==> src/rtl/toggle_handshake_sender.sv <==
`timescale 1ns/1ps
// ---------------------------------------------------------------------------
// toggle_handshake_sender
//
// Source side of a toggle-flag clock-domain crossing. Each accepted byte is
// placed on xfer_data and announced by inverting req_toggle. The far domain
// answers by making ack_toggle equal to req_toggle once it has captured the
// byte. One pending entry lets the producer queue a byte while another is in
// flight. A watchdog raises a sticky flag when an acknowledge is late, but
// never aborts the transfer, so toggle parity is never lost.
//
// Ports:
//   clk, rst_n      single clock, asynchronous active-low reset
//   in_data/valid   byte offered by the producer
//   in_ready        block can accept a byte this cycle
//   xfer_data       byte presented to the far domain, stable while in flight
//   req_toggle      inverts once per launched transfer (registered)
//   ack_toggle      asynchronous acknowledge from the far domain
//   busy            transfer in flight or pending entry occupied
//   timeout_err     sticky watchdog flag
//   err_clr         clears timeout_err (a coincident set wins)
// ---------------------------------------------------------------------------
module toggle_handshake_sender #(
    parameter int DATA_W         = 8,
    parameter int SYNC_STAGES    = 2,
    parameter int TIMEOUT_CYCLES = 1023
) (
    input  logic              clk,
    input  logic              rst_n,
    input  logic [DATA_W-1:0] in_data,
    input  logic              in_valid,
    output logic              in_ready,
    output logic [DATA_W-1:0] xfer_data,
    output logic              req_toggle,
    input  logic              ack_toggle,
    output logic              busy,
    output logic              timeout_err,
    input  logic              err_clr
);

    typedef enum logic {
        IDLE,
        WAIT_ACK
    } state_e;

    // A zero timeout still needs a legal one-bit counter; the watchdog logic
    // itself is switched off below.
    localparam int CNT_W = (TIMEOUT_CYCLES > 0) ? $clog2(TIMEOUT_CYCLES + 1) : 1;
    localparam logic [CNT_W-1:0] CNT_MAX  = CNT_W'(TIMEOUT_CYCLES);
    localparam logic [CNT_W-1:0] CNT_LAST = (TIMEOUT_CYCLES > 0) ? CNT_W'(TIMEOUT_CYCLES - 1) : '0;

    state_e              state_q, state_d;
    logic [SYNC_STAGES-1:0] ack_sync_q;
    logic                req_q, req_d;
    logic [DATA_W-1:0]   xfer_q, xfer_d;
    logic                pend_full_q, pend_full_d;
    logic [DATA_W-1:0]   pend_data_q, pend_data_d;
    logic [CNT_W-1:0]    wd_cnt_q, wd_cnt_d;
    logic                err_q, err_d;

    logic                ack_s;
    logic                accept;
    logic                done;
    logic                launch;
    logic [DATA_W-1:0]   launch_data;
    logic                wd_set;

    // ack_toggle is only ever observed through this synchronizer.
    assign ack_s  = ack_sync_q[SYNC_STAGES-1];
    assign accept = in_valid && !pend_full_q;
    assign done   = (ack_s == req_q);

    // NOTE: every variable written here gets a default first, so no path can
    // leave one unassigned and infer a latch.
    always_comb begin
        state_d     = state_q;
        pend_full_d = pend_full_q;
        pend_data_d = pend_data_q;
        launch      = 1'b0;
        launch_data = in_data;

        case (state_q)
            IDLE: begin
                if (accept) begin
                    launch = 1'b1;
                end
            end
            WAIT_ACK: begin
                if (done) begin
                    if (pend_full_q) begin
                        // in_ready is low here, so nothing new is accepted.
                        launch      = 1'b1;
                        launch_data = pend_data_q;
                        pend_full_d = 1'b0;
                    end else if (accept) begin
                        // Bypass the pending entry when it is empty.
                        launch = 1'b1;
                    end else begin
                        state_d = IDLE;
                    end
                end else if (accept) begin
                    pend_full_d = 1'b1;
                    pend_data_d = in_data;
                end
            end
            default: state_d = IDLE;
        endcase

        if (launch) begin
            state_d = WAIT_ACK;
        end
        req_d  = req_q ^ launch;
        xfer_d = launch ? launch_data : xfer_q;

        // Watchdog: restarts on every launch, saturates at the limit and
        // produces a single set pulse on the cycle the limit is reached.
        wd_cnt_d = wd_cnt_q;
        wd_set   = 1'b0;
        if (launch) begin
            wd_cnt_d = '0;
        end else if ((TIMEOUT_CYCLES != 0) && (state_q == WAIT_ACK) && (wd_cnt_q != CNT_MAX)) begin
            wd_cnt_d = wd_cnt_q + 1'b1;
            wd_set   = (wd_cnt_q == CNT_LAST);
        end

        if (wd_set) begin
            err_d = 1'b1;
        end else if (err_clr) begin
            err_d = 1'b0;
        end else begin
            err_d = err_q;
        end
    end

    // NOTE: state registers use non-blocking assignments so every flop samples
    // the values from before the edge, independent of statement order.
    always_ff @(posedge clk or negedge rst_n) begin
        if (!rst_n) begin
            state_q     <= IDLE;
            ack_sync_q  <= '0;
            req_q       <= 1'b0;
            xfer_q      <= '0;
            pend_full_q <= 1'b0;
            pend_data_q <= '0;
            wd_cnt_q    <= '0;
            err_q       <= 1'b0;
        end else begin
            state_q     <= state_d;
            ack_sync_q  <= {ack_sync_q[SYNC_STAGES-2:0], ack_toggle};
            req_q       <= req_d;
            xfer_q      <= xfer_d;
            pend_full_q <= pend_full_d;
            pend_data_q <= pend_data_d;
            wd_cnt_q    <= wd_cnt_d;
            err_q       <= err_d;
        end
    end

    assign in_ready    = !pend_full_q;
    assign busy        = (state_q == WAIT_ACK) || pend_full_q;
    assign xfer_data   = xfer_q;
    assign req_toggle  = req_q;
    assign timeout_err = err_q;

endmodule

==> config.mk <==
export PLATFORM = sky130hd
export DESIGN_NAME = toggle_handshake_sender
export DESIGN_NICKNAME = d
export VERILOG_FILES = /design/src/rtl/toggle_handshake_sender.sv
export SDC_FILE = /design/constraint.sdc
export NUM_CORES = 1
export LEC_CHECK = 0
export ABC_AREA = 1
export CORE_AREA = 2 2 57 80
export DETAILED_ROUTE_END_ITERATION = 16
export DIE_AREA = 0 0 59 82
export HOLD_SLACK_MARGIN = 0.03
export PLACE_DENSITY_LB_ADDON = 0.15
export SLEW_MARGIN = 40
export SYNTH_ARGS = -nofsm -noshare
export SYNTH_HDL_FRONTEND = slang
export SYNTH_SLANG_ARGS = --single-unit
==> constraint.sdc <==
create_clock -name clk -period 2.1 [get_ports clk]
set_input_delay 0.63 -clock clk [delete_from_list [all_inputs] [get_ports clk]]
set_output_delay 0.63 -clock clk [all_outputs]
set_load 0.05 [all_outputs]
* Yosys cells after proc, flatten, opt, wreduce, memory -nomap -nowiden *
Index checks and enable logic that the tools add are counted.

cells by class
  equal/unequal tests = 3
  add/subtract/negate cells = 1
  div/mod/pow operators = 0
  reduce and logical (&&, ||, !) cells = 9
  bitwise operators = 3
  muxes and demuxes = 18
  $mul = 0
  shifts and indexed selects = 0
  magnitude comparators = 0

operator list
  kind                     count
  $mux W8                  3
  $mux W10                 2
  $mux W1                  12
  $add A10 B1 Y10 const B  1
  $eq A10 B10 Y1 const B   1
  $ne A10 B10 Y1 const B   1
  $reduce_bool A2 Y1       3
  $reduce_and A3 Y1        1
  $logic_and A1 B1 Y1      2
  $not A1 Y1               2
  $pmux W1 S2              1
  $reduce_and A2 Y1        1
  $eq A1 B1 Y1             1
  $logic_not A1 Y1         1
  $logic_or A1 B1 Y1       1
  $xor A1 B1 Y1            1

word-level totals
  bits in latches = 0
  ROM bits = 0
  word-level logic and storage cells = 42
  memory bits (writable) = 0
  memories = 0
  output and inout port bits = 12
  register bits after elaboration = 32

* Depth between registers and ports, before layout *
  word-level depth = 8
  mapped depth = 9
  depth with buffers taken out = 9

* Worst setup path after synthesis *
Ideal clock, no wire load.

  kind = register -> output
  start point = reg pend_full_q
  end point = out busy
  data required time = 1.470 ns
  slack = 0.293 ns
  data arrival time = 1.177 ns
  cell stages (with the launch flop) = 3
  path through = dfrtp_1 inv_1 nand2_1

between the ends
  longest elaborated chain between the ends = 1

RTL lines
  what                    RTL line  RTL
  from (decl)             56        logic pend_full_q, pend_full_d;
  from (signal assigned)  152       pend_full_q <= pend_full_d;
  $logic_or A1 B1 Y1      160       assign busy = (state_q == WAIT_ACK) || pend_full_q;
  to (decl)               36        output logic busy,

No other way between the ends.

* Final worst setup path *
  start point = reg state_q
  end point = out busy

between the ends
  longest elaborated chain between the ends = 1

RTL lines
  what                    RTL line  RTL
  from (decl)             52        state_e state_q, state_d;
  from (signal assigned)  148       state_q <= state_d;
  $logic_or A1 B1 Y1      160

No other way between the ends.

==> run summary <==
wire length of the first global-routing pass: 5.589 mm
vias in the first global route: 1,261
Tcrit/Tclk final: 0.8451
io pins: 25
skew final: 0.003509 ns
post-synthesis compound-gate area fraction: 0.08288
synthesized flop and latch total: 32
routability cong.: 0.7952
sequential share of the synthesized area: 0.5004
Slew @ Worst Pin: 0.4079 ns
Initial Util: 0.3871
die height: 82 um
largest family of logic cells by synthesized area: simple AND/OR/NAND/NOR gates
crit end category: output port
Startpoint Class: flip-flop
mux contribution to synthesized area: 0
Fin. Hold Viols: 0
dominant synthesized flop cell: dfrtp_1
hold buffer count at CTS: 0
largest net degree at the start of global routing: 33
synthesis warning total: 0
top cell type's share of synthesized area: 0.5004
Routed WL: 3.131 mm
fin crit period: 1.775 ns
CORE AREA: 0.004134 mm2
DRC Markers: 0
design area: 0.001952 mm2
Post-CTS Setup Bufs: 0
vias: 1,308
htree depth: 2
DP HPWL: 2.266 mm
GRT overflow: 0
post-synthesis instance total: 200
Max Slew Vio Count: 0
CP delay by family, top: flip-flops
CP cell instances: inv_1, nand2_1, buf_12
Post-synth top cells: 70 x nand2_1, 32 x dfrtp_1, 23 x inv_1
area grow syn2layout: 21.97%
R2R depth: 8
synthesized net count: 215
Placed Area: 0.001862 mm2
Setup CP Type: flip-flop to output port
final setup vio count: 0
FF-to-FF setup slack: 0.54 ns
status: complete, no violations
RR Startpoint: wd_cnt_q[1]
Synth Area per Inst: 8.001 um2
CTS clk-pin slew, worst paths: 0.06 ns
gr usage total: 0.1518
via-per-instance ratio: 4.756
Crit path buffers/inverters: 2
Synth area leaders: dfrtp_1 50%, nand2_1 16%, inv_1 5.4%
Peak Freq: 0.5635 GHz
Distinct cells, synth: 22
Async SR Flop Fraction: 1.000
DRT iter0 DRCs: 35
slowest CP cell: dfrtp_1
drt first pass iters: 4
initial antenna violation count: 0
WL/cell: 11.39 um
P per Cell Area: 1425 mW/mm2
Max-cap violations: 0
Setup TNS Final: 0 ns
Final ANT Viol Nets: 0
clock buffer depth: 2
peak supply drop: 0.6221 mV
CTS Buf Count: 5
die area: 0.004838 mm2
P_leak: 1.036 nW
Hold Path Class: flip-flop to flip-flop
PostCTS Resize Cnt: 0
CTS tree: built
Max stage delay on crit path: 0.48 ns
area of the mapped netlist: 0.001600 mm2
# port buffers: 24
relative max-transition margin: 0.7281
simple logic cell fraction of the synthesized area: 0.2901
hold slack: 0.3489 ns
dominant cell type by area after synthesis: dfrtp_1
fraction of the mapped netlist area in adder cells: 0.01564
layout cell share with drive strength beyond 1: 0.1391
Diodes inserted: 0
Post-synth EDFFs: 0
reg2reg end: timeout_err
Worst Hold Depth: 0
Clk Latency, worst-skew pair: 0.28 ns
xor/xnor share of the synthesized area: 0.02737
hold_sp: ack_sync_q[0]
Max FO, Critical Path: 7
root buf cell: clkbuf_8
CP arrival: 1.14 ns
CP required: 1.47 ns
Filler cells: 427
Clock Sinks: 32
die width: 59 um
RSZ-0062 raised after global routing: false
most frequent cell after synthesis: nand2_1
worst hold path endpoint: ack_sync_q[1]
row count: 28
total chip power: 2.782 mW
Final Net Count: 244
worst max path at each step:
stage / from / to / depth (start not counted)
after floorplan: pend_full_q / busy / 2
after global placement: in_valid / wd_cnt_q[6] / 9
after detailed placement: in_valid / wd_cnt_q[5] / 9
after CTS: state_q / busy / 3
after global routing: state_q / busy / 3
final: state_q / busy / 3
through the flow:
step	utilization	instances	setup WS (ns)
2_1_floorplan	-	200	0.2932
5_1_grt	0.4722	275	0.2176
3_5_place_dp	0.4504	267	0.08144
6_report	0.4722	275	0.3253
3_3_place_gp	0.4504	267	0.1215
4_1_cts	0.4722	275	0.3069
flip-flops by register name, indices dropped and copies added, names as in the netlist:
signal       count
req_toggle       1
xfer_data        8
ack_sync_q       2
timeout_err      1
pend_data_q      8
pend_full_q      1
state_q          1
wd_cnt_q        10
metal layers:
metal | track usage | part of all wire | routed length [um]
met1 | 0.1811 | 0.43 | 1336
met2 | 0.2578 | 0.52 | 1637
met3 | 0.03780 | 0.034 | 108
met4 | 0.06136 | 0.015 | 48
met5 | 0 | 0 | 0
kinds of logic after synthesis:
group                    after synthesis
AO/OA/AOI/OAI                         20
XOR/XNOR                               5
adder cells (fa/ha/maj)                2
buffers and inverters                 30
flip-flops                            32
AND/OR/NAND/NOR                      111
cell type report:
| class | instances | area [um2] | area share |
|---|---|---|---|
| multi-input combinational | 138 | 665.6 | 0.3410 |
| inverter | 25 | 93.84 | 0.04808 |
| clock buffer | 8 | 90.09 | 0.04615 |
| sequential | 32 | 800.8 | 0.4103 |
| tap | 45 | 56.30 | 0.02885 |
| timing repair buffer | 27 | 245.2 | 0.1256 |
power by group:
group / switching [mW] / leakage, nW / internal [mW]
sequential: 0.155 / 0.407 / 0.827
combinational: 0.885 / 0.584 / 0.429
clock: 0.218 / 0.0455 / 0.267
layout by cell type, fill, tap and decap left out, types with 8 or more instances in the layout:
master           netlist  final
o21ai_1                9      9
nand3_1               12     12
o21ai_2                8      8
nor2_1                18     18
nand2_1               70     70
buf_4                  1     14
dfrtp_1               32     32
clkdlybuf4s50_1        0     12
inv_1                 23     23
Note: power is estimated with default switching activity, not from simulation.
